<file path="src/rtl/alu_pkg.sv">
// Shared definitions for the ALU arbiter: aluCtr opcodes, arbiter state, opcode legality.
// Latency: n/a (package only).
// Backpressure: n/a.
package alu_pkg;

  localparam logic [3:0] ALU_AND  = 4'b0000;
  localparam logic [3:0] ALU_OR   = 4'b0001;
  localparam logic [3:0] ALU_ADD  = 4'b0010;
  localparam logic [3:0] ALU_SUB  = 4'b0011;
  localparam logic [3:0] ALU_SLT  = 4'b1010;
  localparam logic [3:0] ALU_SHL  = 4'b1000;
  localparam logic [3:0] ALU_SHR  = 4'b1001;
  localparam logic [3:0] ALU_PUSH = 4'b1100;

  typedef enum logic {
    IDLE = 1'b0,
    EXEC = 1'b1
  } arb_state_t;

  // True for the eight opcodes the ALU implements; anything else is squashed at latch time.
  function automatic logic is_legal_op(input logic [3:0] op);
    logic legal;
    case (op)
      ALU_AND, ALU_OR, ALU_ADD, ALU_SUB,
      ALU_SLT, ALU_SHL, ALU_SHR, ALU_PUSH: legal = 1'b1;
      default:                             legal = 1'b0;
    endcase
    return legal;
  endfunction

endpackage

</file>
<file path="src/rtl/alu_arb_pick.sv">
// Two-way grant picker; ALU_ARB_RR_EN selects round-robin, otherwise port 0 wins ties.
// Latency: combinational.
// Backpressure: none; grants only among eligible ports, one-hot or zero.
module alu_arb_pick (
  input  logic [1:0] i_eligible,
  input  logic       i_last_grant,
  output logic [1:0] o_grant
);

  // Single eligible port always wins; a tie is resolved by the configured policy.
  always_comb begin
    o_grant = i_eligible;
    if (i_eligible == 2'b11) begin
`ifdef ALU_ARB_RR_EN
      o_grant = i_last_grant ? 2'b01 : 2'b10;
`else
      o_grant = 2'b01;
`endif
    end
  end

`ifndef ALU_ARB_RR_EN
  // Fixed priority has no history; the input is kept so the port list is mode-independent.
  logic w_unused_last_grant;
  assign w_unused_last_grant = i_last_grant;
`endif

endmodule

</file>
<file path="src/rtl/alu_arbiter.sv">
// Shares one single-cycle ALU between two requesters; ALU_ARB_RR_EN enables round-robin ties.
// Latency: accept at t, ALU evaluates at t+1, rspN_valid from t+2; one op per 2 cycles.
// Backpressure: a port with an unconsumed response is not granted; the other port proceeds.
module alu_arbiter
  import alu_pkg::*;
#(
  parameter int DW = 32
) (
  input  logic          clk,
  input  logic          rst_n,
  input  logic          req0_valid,
  output logic          req0_ready,
  input  logic [3:0]    req0_op,
  input  logic [DW-1:0] req0_a,
  input  logic [DW-1:0] req0_b,
  input  logic [4:0]    req0_shamt,
  input  logic          req1_valid,
  output logic          req1_ready,
  input  logic [3:0]    req1_op,
  input  logic [DW-1:0] req1_a,
  input  logic [DW-1:0] req1_b,
  input  logic [4:0]    req1_shamt,
  output logic          rsp0_valid,
  input  logic          rsp0_ready,
  output logic [DW-1:0] rsp0_result,
  output logic          rsp0_zero,
  output logic          rsp1_valid,
  input  logic          rsp1_ready,
  output logic [DW-1:0] rsp1_result,
  output logic          rsp1_zero,
  output logic [DW-1:0] alu_oprend1,
  output logic [DW-1:0] alu_oprend2,
  output logic [3:0]    alu_ctr,
  output logic [4:0]    alu_shamt,
  input  logic [DW-1:0] alu_result,
  input  logic          alu_zero
);

  arb_state_t    r_state;
  logic          r_owner;
  logic [1:0]    r_rsp_vld;
  logic [DW-1:0] r_rsp0_result;
  logic [DW-1:0] r_rsp1_result;
  logic          r_rsp0_zero;
  logic          r_rsp1_zero;
  logic [DW-1:0] r_alu_op1;
  logic [DW-1:0] r_alu_op2;
  logic [3:0]    r_alu_ctr;
  logic [4:0]    r_alu_shamt;

  logic [1:0]    w_eligible;
  logic [1:0]    w_grant;
  logic [1:0]    w_accept;
  logic          w_last_grant;
  logic          w_win;
  logic          w_legal;
  logic [3:0]    w_op;
  logic [DW-1:0] w_a;
  logic [DW-1:0] w_b;
  logic [4:0]    w_shamt;

`ifdef ALU_ARB_RR_EN
  logic          r_last_grant;
  assign w_last_grant = r_last_grant;
`else
  assign w_last_grant = 1'b1;
`endif

  // A pending response blocks only its own port.
  assign w_eligible = {req1_valid & ~r_rsp_vld[1], req0_valid & ~r_rsp_vld[0]};

  alu_arb_pick u_pick (
    .i_eligible   (w_eligible),
    .i_last_grant (w_last_grant),
    .o_grant      (w_grant)
  );

  // Grants are only issued in IDLE and never while reset is asserted.
  assign w_accept   = (rst_n && (r_state == IDLE)) ? w_grant : 2'b00;
  assign req0_ready = w_accept[0];
  assign req1_ready = w_accept[1];

  assign w_win   = w_accept[1];
  assign w_op    = w_win ? req1_op    : req0_op;
  assign w_a     = w_win ? req1_a     : req0_a;
  assign w_b     = w_win ? req1_b     : req0_b;
  assign w_shamt = w_win ? req1_shamt : req0_shamt;
  assign w_legal = is_legal_op(w_op);

  // Arbiter FSM: latch winner's operands in IDLE, capture ALU output into owner's response in EXEC.
  always_ff @(posedge clk) begin
    if (!rst_n) begin
      r_state       <= IDLE;
      r_owner       <= 1'b0;
      r_rsp_vld     <= 2'b00;
      r_rsp0_result <= '0;
      r_rsp1_result <= '0;
      r_rsp0_zero   <= 1'b0;
      r_rsp1_zero   <= 1'b0;
      r_alu_op1     <= '0;
      r_alu_op2     <= '0;
      r_alu_ctr     <= ALU_AND;
      r_alu_shamt   <= '0;
`ifdef ALU_ARB_RR_EN
      r_last_grant  <= 1'b1;
`endif
    end else begin
      if (r_rsp_vld[0] && rsp0_ready) r_rsp_vld[0] <= 1'b0;
      if (r_rsp_vld[1] && rsp1_ready) r_rsp_vld[1] <= 1'b0;
      case (r_state)
        IDLE: begin
          if (|w_accept) begin
            // Illegal opcodes become AND with a zero operand so the result is a clean 0.
            r_alu_ctr    <= w_legal ? w_op : ALU_AND;
            r_alu_op1    <= w_a;
            r_alu_op2    <= w_legal ? w_b : '0;
            r_alu_shamt  <= w_shamt;
            r_owner      <= w_win;
`ifdef ALU_ARB_RR_EN
            r_last_grant <= w_win;
`endif
            r_state      <= EXEC;
          end
        end
        EXEC: begin
          if (r_owner) begin
            r_rsp1_result <= alu_result;
            r_rsp1_zero   <= alu_zero;
          end else begin
            r_rsp0_result <= alu_result;
            r_rsp0_zero   <= alu_zero;
          end
          r_rsp_vld[r_owner] <= 1'b1;
          r_state            <= IDLE;
        end
        default: r_state <= IDLE;
      endcase
    end
  end

  assign rsp0_valid  = r_rsp_vld[0];
  assign rsp1_valid  = r_rsp_vld[1];
  assign rsp0_result = r_rsp0_result;
  assign rsp1_result = r_rsp1_result;
  assign rsp0_zero   = r_rsp0_zero;
  assign rsp1_zero   = r_rsp1_zero;
  assign alu_oprend1 = r_alu_op1;
  assign alu_oprend2 = r_alu_op2;
  assign alu_ctr     = r_alu_ctr;
  assign alu_shamt   = r_alu_shamt;

endmodule

</file>
<file path="config.mk">
export PLATFORM = sky130hd
export DESIGN_NAME = alu_arbiter
export DESIGN_NICKNAME = d
export VERILOG_FILES = /design/src/rtl/alu_pkg.sv /design/src/rtl/alu_arb_pick.sv /design/src/rtl/alu_arbiter.sv
export SDC_FILE = /design/constraint.sdc
export NUM_CORES = 1
export LEC_CHECK = 0
export ABC_CLOCK_PERIOD_IN_PS = 1820
export BUFFER_PORTS_ARGS = -buffer_cell sky130_fd_sc_hd__buf_2
export CELL_PAD_IN_SITES_DETAIL_PLACEMENT = 1
export CELL_PAD_IN_SITES_GLOBAL_PLACEMENT = 1
export CORE_MARGIN = 5
export CORE_UTILIZATION = 30
export DETAILED_ROUTE_END_ITERATION = 16
export PLACE_DENSITY = 0.76
export RECOVER_POWER = 25
export SETUP_SLACK_MARGIN = 0.2
export SKIP_LAST_GASP = 1
export SLEW_MARGIN = 20
export SYNTH_ARGS = -nofsm -noshare
export SYNTH_HDL_FRONTEND = slang
export SYNTH_SLANG_ARGS = --single-unit
</file>
<file path="constraint.sdc">
create_clock -name clk -period 1.82 [get_ports clk]
set_input_delay 0.273 -clock clk [delete_from_list [all_inputs] [get_ports clk]]
set_output_delay 0.273 -clock clk [all_outputs]
set_load 0.005 [all_outputs]
</file>
==> flow_summary_export.csv <==
group,metric,value,unit
critical_path,r2r_slack,0.14,ns
timing,setup_viol,0,
power,max-vdd-ir-drop,0.000638,V
critical_path,critPathCaptureType,"output pin",
critical_path,path_class,"flip-flop to output pin",
min_path,hold_path.class,"input port to flip-flop",
placement,port_buffers,327,
synthesis,netlist_instances,649,
timing,final_max_slew_viol_count,0,
placement,dp_hpwl,15800,um
synthesis,ys_seq_area_frac,0.513,
grt,gr-total-overflow,0,
floorplan,die_h,146,um
timing,max_slew.worst_pin.slew,0.557,ns
critical_path,arrival,1.43,ns
clocking,cts_hold_buf,0,
floorplan,fp-row-count,49,
clocking,clkLatencyLatePin,0.42,ns
power,leakage,3.65,nW
floorplan,ios,328,
timing,skew,0.0130,ns
placement,globalplace.congestion,0.773,
clocking,clockBufferDepth,2,
clocking,cts-root-buf,"clkbuf_16",
clocking,cts_tree,"done",
clocking,htree_levels,4,
run_status,status,"finished clean",
synthesis,syn_nets,834,
critical_path,critPathSlowestCell,"and4bb_4",
synthesis,synth_edf_count,0,
power,p_per_area,1020,nW/um^2
critical_path,crit_path_cell_trace,"and4bb_4 -> nand2_8 -> inv_12 -> buf_16 -> buf_6",
floorplan,start_util,0.307,
route,drc,0,
synthesis,yosysWarnings,0,
synthesis,ys_async_sr_fraction,0,
floorplan,core,18100,um^2
layout,syn_to_final_growth,52.4,%
route,drt-vias-per-instance,4.99,
grt,antenna_found_initial,5,
critical_path,slowest_delay,0.37,ns
min_path,holdPathEnd,"rsp1_result[14]$_SDFFE_PN0P_",
synthesis,synth_area,5580,um^2
grt,grt_use_total,0.205,
timing,fin_setup_tns,0,ns
synthesis,syn_avg_cell_area,8.59,um^2
critical_path,cp.required,1.55,ns
floorplan,dieArea,21400,um^2
timing,min_period,1.70,ns
timing,finalCritPeriodShare,0.934,
clocking,clock-sinks,143,
synthesis,ys_ff_latch,143,
synthesis,yosysUniqueCellTypes,33,
timing,fmax,0.588,GHz
critical_path,path_max_fanout,3,
layout,fin_nets,1168,
critical_path,worstRegToRegCells,8,
route,drt_first_pass_iters,5,
clocking,cts_inserted_buffers,17,
placement,dpl-instance-area,7400,um^2
timing,slew_headroom,0.629,
synthesis,synth_flop_cell,"dfxtp_1",
grt,grt_max_degree,106,
timing,finalHoldViolCount,0,
floorplan,fp.dieW,146,um
route,wl_per_cell,19.6,um
clocking,cts.reportedPaths.clkPinSlew,0.07,ns
layout,final_area,8500,um^2
route,drt_iter0_drc,199,
grt,grt_pass1_wl,35300,um
min_path,holdPathStages,3,
layout,layout-drive-gt1-share,0.384,
min_path,hold_start,"alu_result[14]",
grt,grt_pass1_vias,6328,
critical_path,rr_endpoint,"alu_oprend2[2]$_SDFFE_PN0P_",
critical_path,startpoint_type,"flip-flop",
route,wl,24100,um
run,maxCapViolations,0,
timing,rsz0062_at_grt,"true",
route,vias,6126,
route,ant_nets,0,
critical_path,reg2reg_from,"r_state$_SDFF_PP0_",
## flip-flops by register name (all words and copies together) (netlist names)
name	cells
alu_oprend2	32
r_rsp_vld	2
r_owner	1
rsp1_zero	1
rsp0_result	32
alu_oprend1	32
alu_shamt	5
alu_ctr	4
rsp1_result	32
r_state	1
rsp0_zero	1
## worst max-delay path by stage
| stage | from | end | slack, ns |
|---|---|---|---|
| 4_1_cts | r_state$_SDFF_PP0_ | req1_ready | 0.07 |
| 5_1_grt | r_rsp_vld[1]$_SDFF_PN0_ | req1_ready | 0.07 |
| 3_3_place_gp | rst_n | req1_ready | 0.13 |
| 6_report | r_rsp_vld[1]$_SDFF_PN0_ | req1_ready | 0.12 |
| 3_5_place_dp | rst_n | alu_oprend2[30]$_SDFFE_PN0P_ | 0.11 |
| 2_1_floorplan | r_rsp_vld[1]$_SDFF_PN0_ | alu_oprend2[12]$_SDFFE_PN0P_ | 0.32 |
## cell type report
type                            count  area [um^2]
Clock inverter                     15          198
Timing Repair inverter              1         8.76
Tap cell                          229          287
Multi-Input combinational cell    445         2470
Fill cell                        2245         9640
Timing Repair Buffer              369         2200
Inverter                            6         41.3
Antenna cell                        2         5.00
Sequential cell                   143         2870
Clock buffer                       17          425
## stage by stage
step	power (W)	util	hold WS (ns)	cells	worst slack [ns]
after detailed placement	0.00478	0.408	0.436	1164	0.105
after global placement	0.00475	0.408	0.429	1164	0.132
after CTS	0.00863	0.454	0.0764	1207	0.0722
after floorplan	0.00412	-	0.391	649	0.323
after global routing	0.00903	0.469	0.0788	1227	0.0694
final	0.00864	0.469	0.0914	1227	0.121
## where the power goes
part	switching [W]	total, W	internal (W)
logic	0.000771	0.00142	0.000652
registers	0.000114	0.00347	0.00336
clock network	0.00153	0.00375	0.00221
## cell usage in the layout, fill, tap and decap left out, types with 2 or more instances in the layout
| master | Yosys | routed |
|---|---|---|
| a21oi_1 | 111 | 108 |
| a21oi_2 | 0 | 2 |
| a22oi_1 | 71 | 67 |
| a22oi_2 | 0 | 4 |
| buf_12 | 1 | 8 |
| buf_16 | 0 | 3 |
| buf_2 | 12 | 270 |
| buf_4 | 7 | 20 |
| buf_6 | 4 | 4 |
| bufinv_16 | 0 | 3 |
| clkbuf_1 | 27 | 56 |
| clkbuf_16 | 0 | 23 |
| clkinv_2 | 0 | 2 |
| dfxtp_1 | 143 | 140 |
| dfxtp_2 | 0 | 3 |
| diode_2 | 0 | 2 |
| inv_1 | 3 | 3 |
| inv_6 | 1 | 8 |
| inv_8 | 0 | 3 |
| nand2_1 | 207 | 207 |
| nand2b_1 | 5 | 5 |
| nor3_4 | 2 | 2 |
| o31ai_1 | 25 | 20 |
| o31ai_2 | 9 | 13 |
## synthesized netlist by cell type, types with 2 or more instances
master / n / area, um^2
o31ai_1: 25 / 188
nor3_4: 2 / 32.5
nand2b_1: 5 / 31.3
o31ai_2: 9 / 113
buf_6: 4 / 45.0
a21oi_1: 111 / 556
buf_1: 2 / 7.51
inv_2: 2 / 7.51
buf_2: 12 / 60.1
clkbuf_1: 27 / 101
a22oi_1: 71 / 533
nand2_1: 207 / 777
buf_8: 2 / 30.0
buf_4: 7 / 52.6
inv_1: 3 / 11.3
dfxtp_1: 143 / 2860
## critical path, delay by kind of cell, from the launching register on
| family | cells | cell delay (ns) |
|---|---|---|
| buf+inv | 3 | 0.24 |
| flops | 1 | 0.31 |
| simple gates | 2 | 0.45 |
## timing repair
item | CTS | global route
setup endpoints to repair | 42 | 74
resized for setup | 9 | 26
buffers inserted | 7 | 12
gates cloned | 4 | 6
pin swaps | 3 | 9
## metal layers
layer  wire, um  share of wire  track usage  vias up
met5         42         0.0017            0        -
met4        524          0.022       0.0720        6
met3       1950          0.081       0.0800       41
met2      12300           0.51        0.369      243
met1       9200           0.38        0.219     2909
li1           -              -            -     2927
## cell families (layout without fill, tap and decap cells)
family,count (synthesis),after routing,share of synthesized area
other,0,2,0
buffers and inverters,61,408,0.0617
AND/OR/NAND/NOR,224,224,0.167
flip-flops,143,143,0.513
AO/OA/AOI/OAI,221,221,0.258
Note: power is estimated with default switching activity, not from simulation.
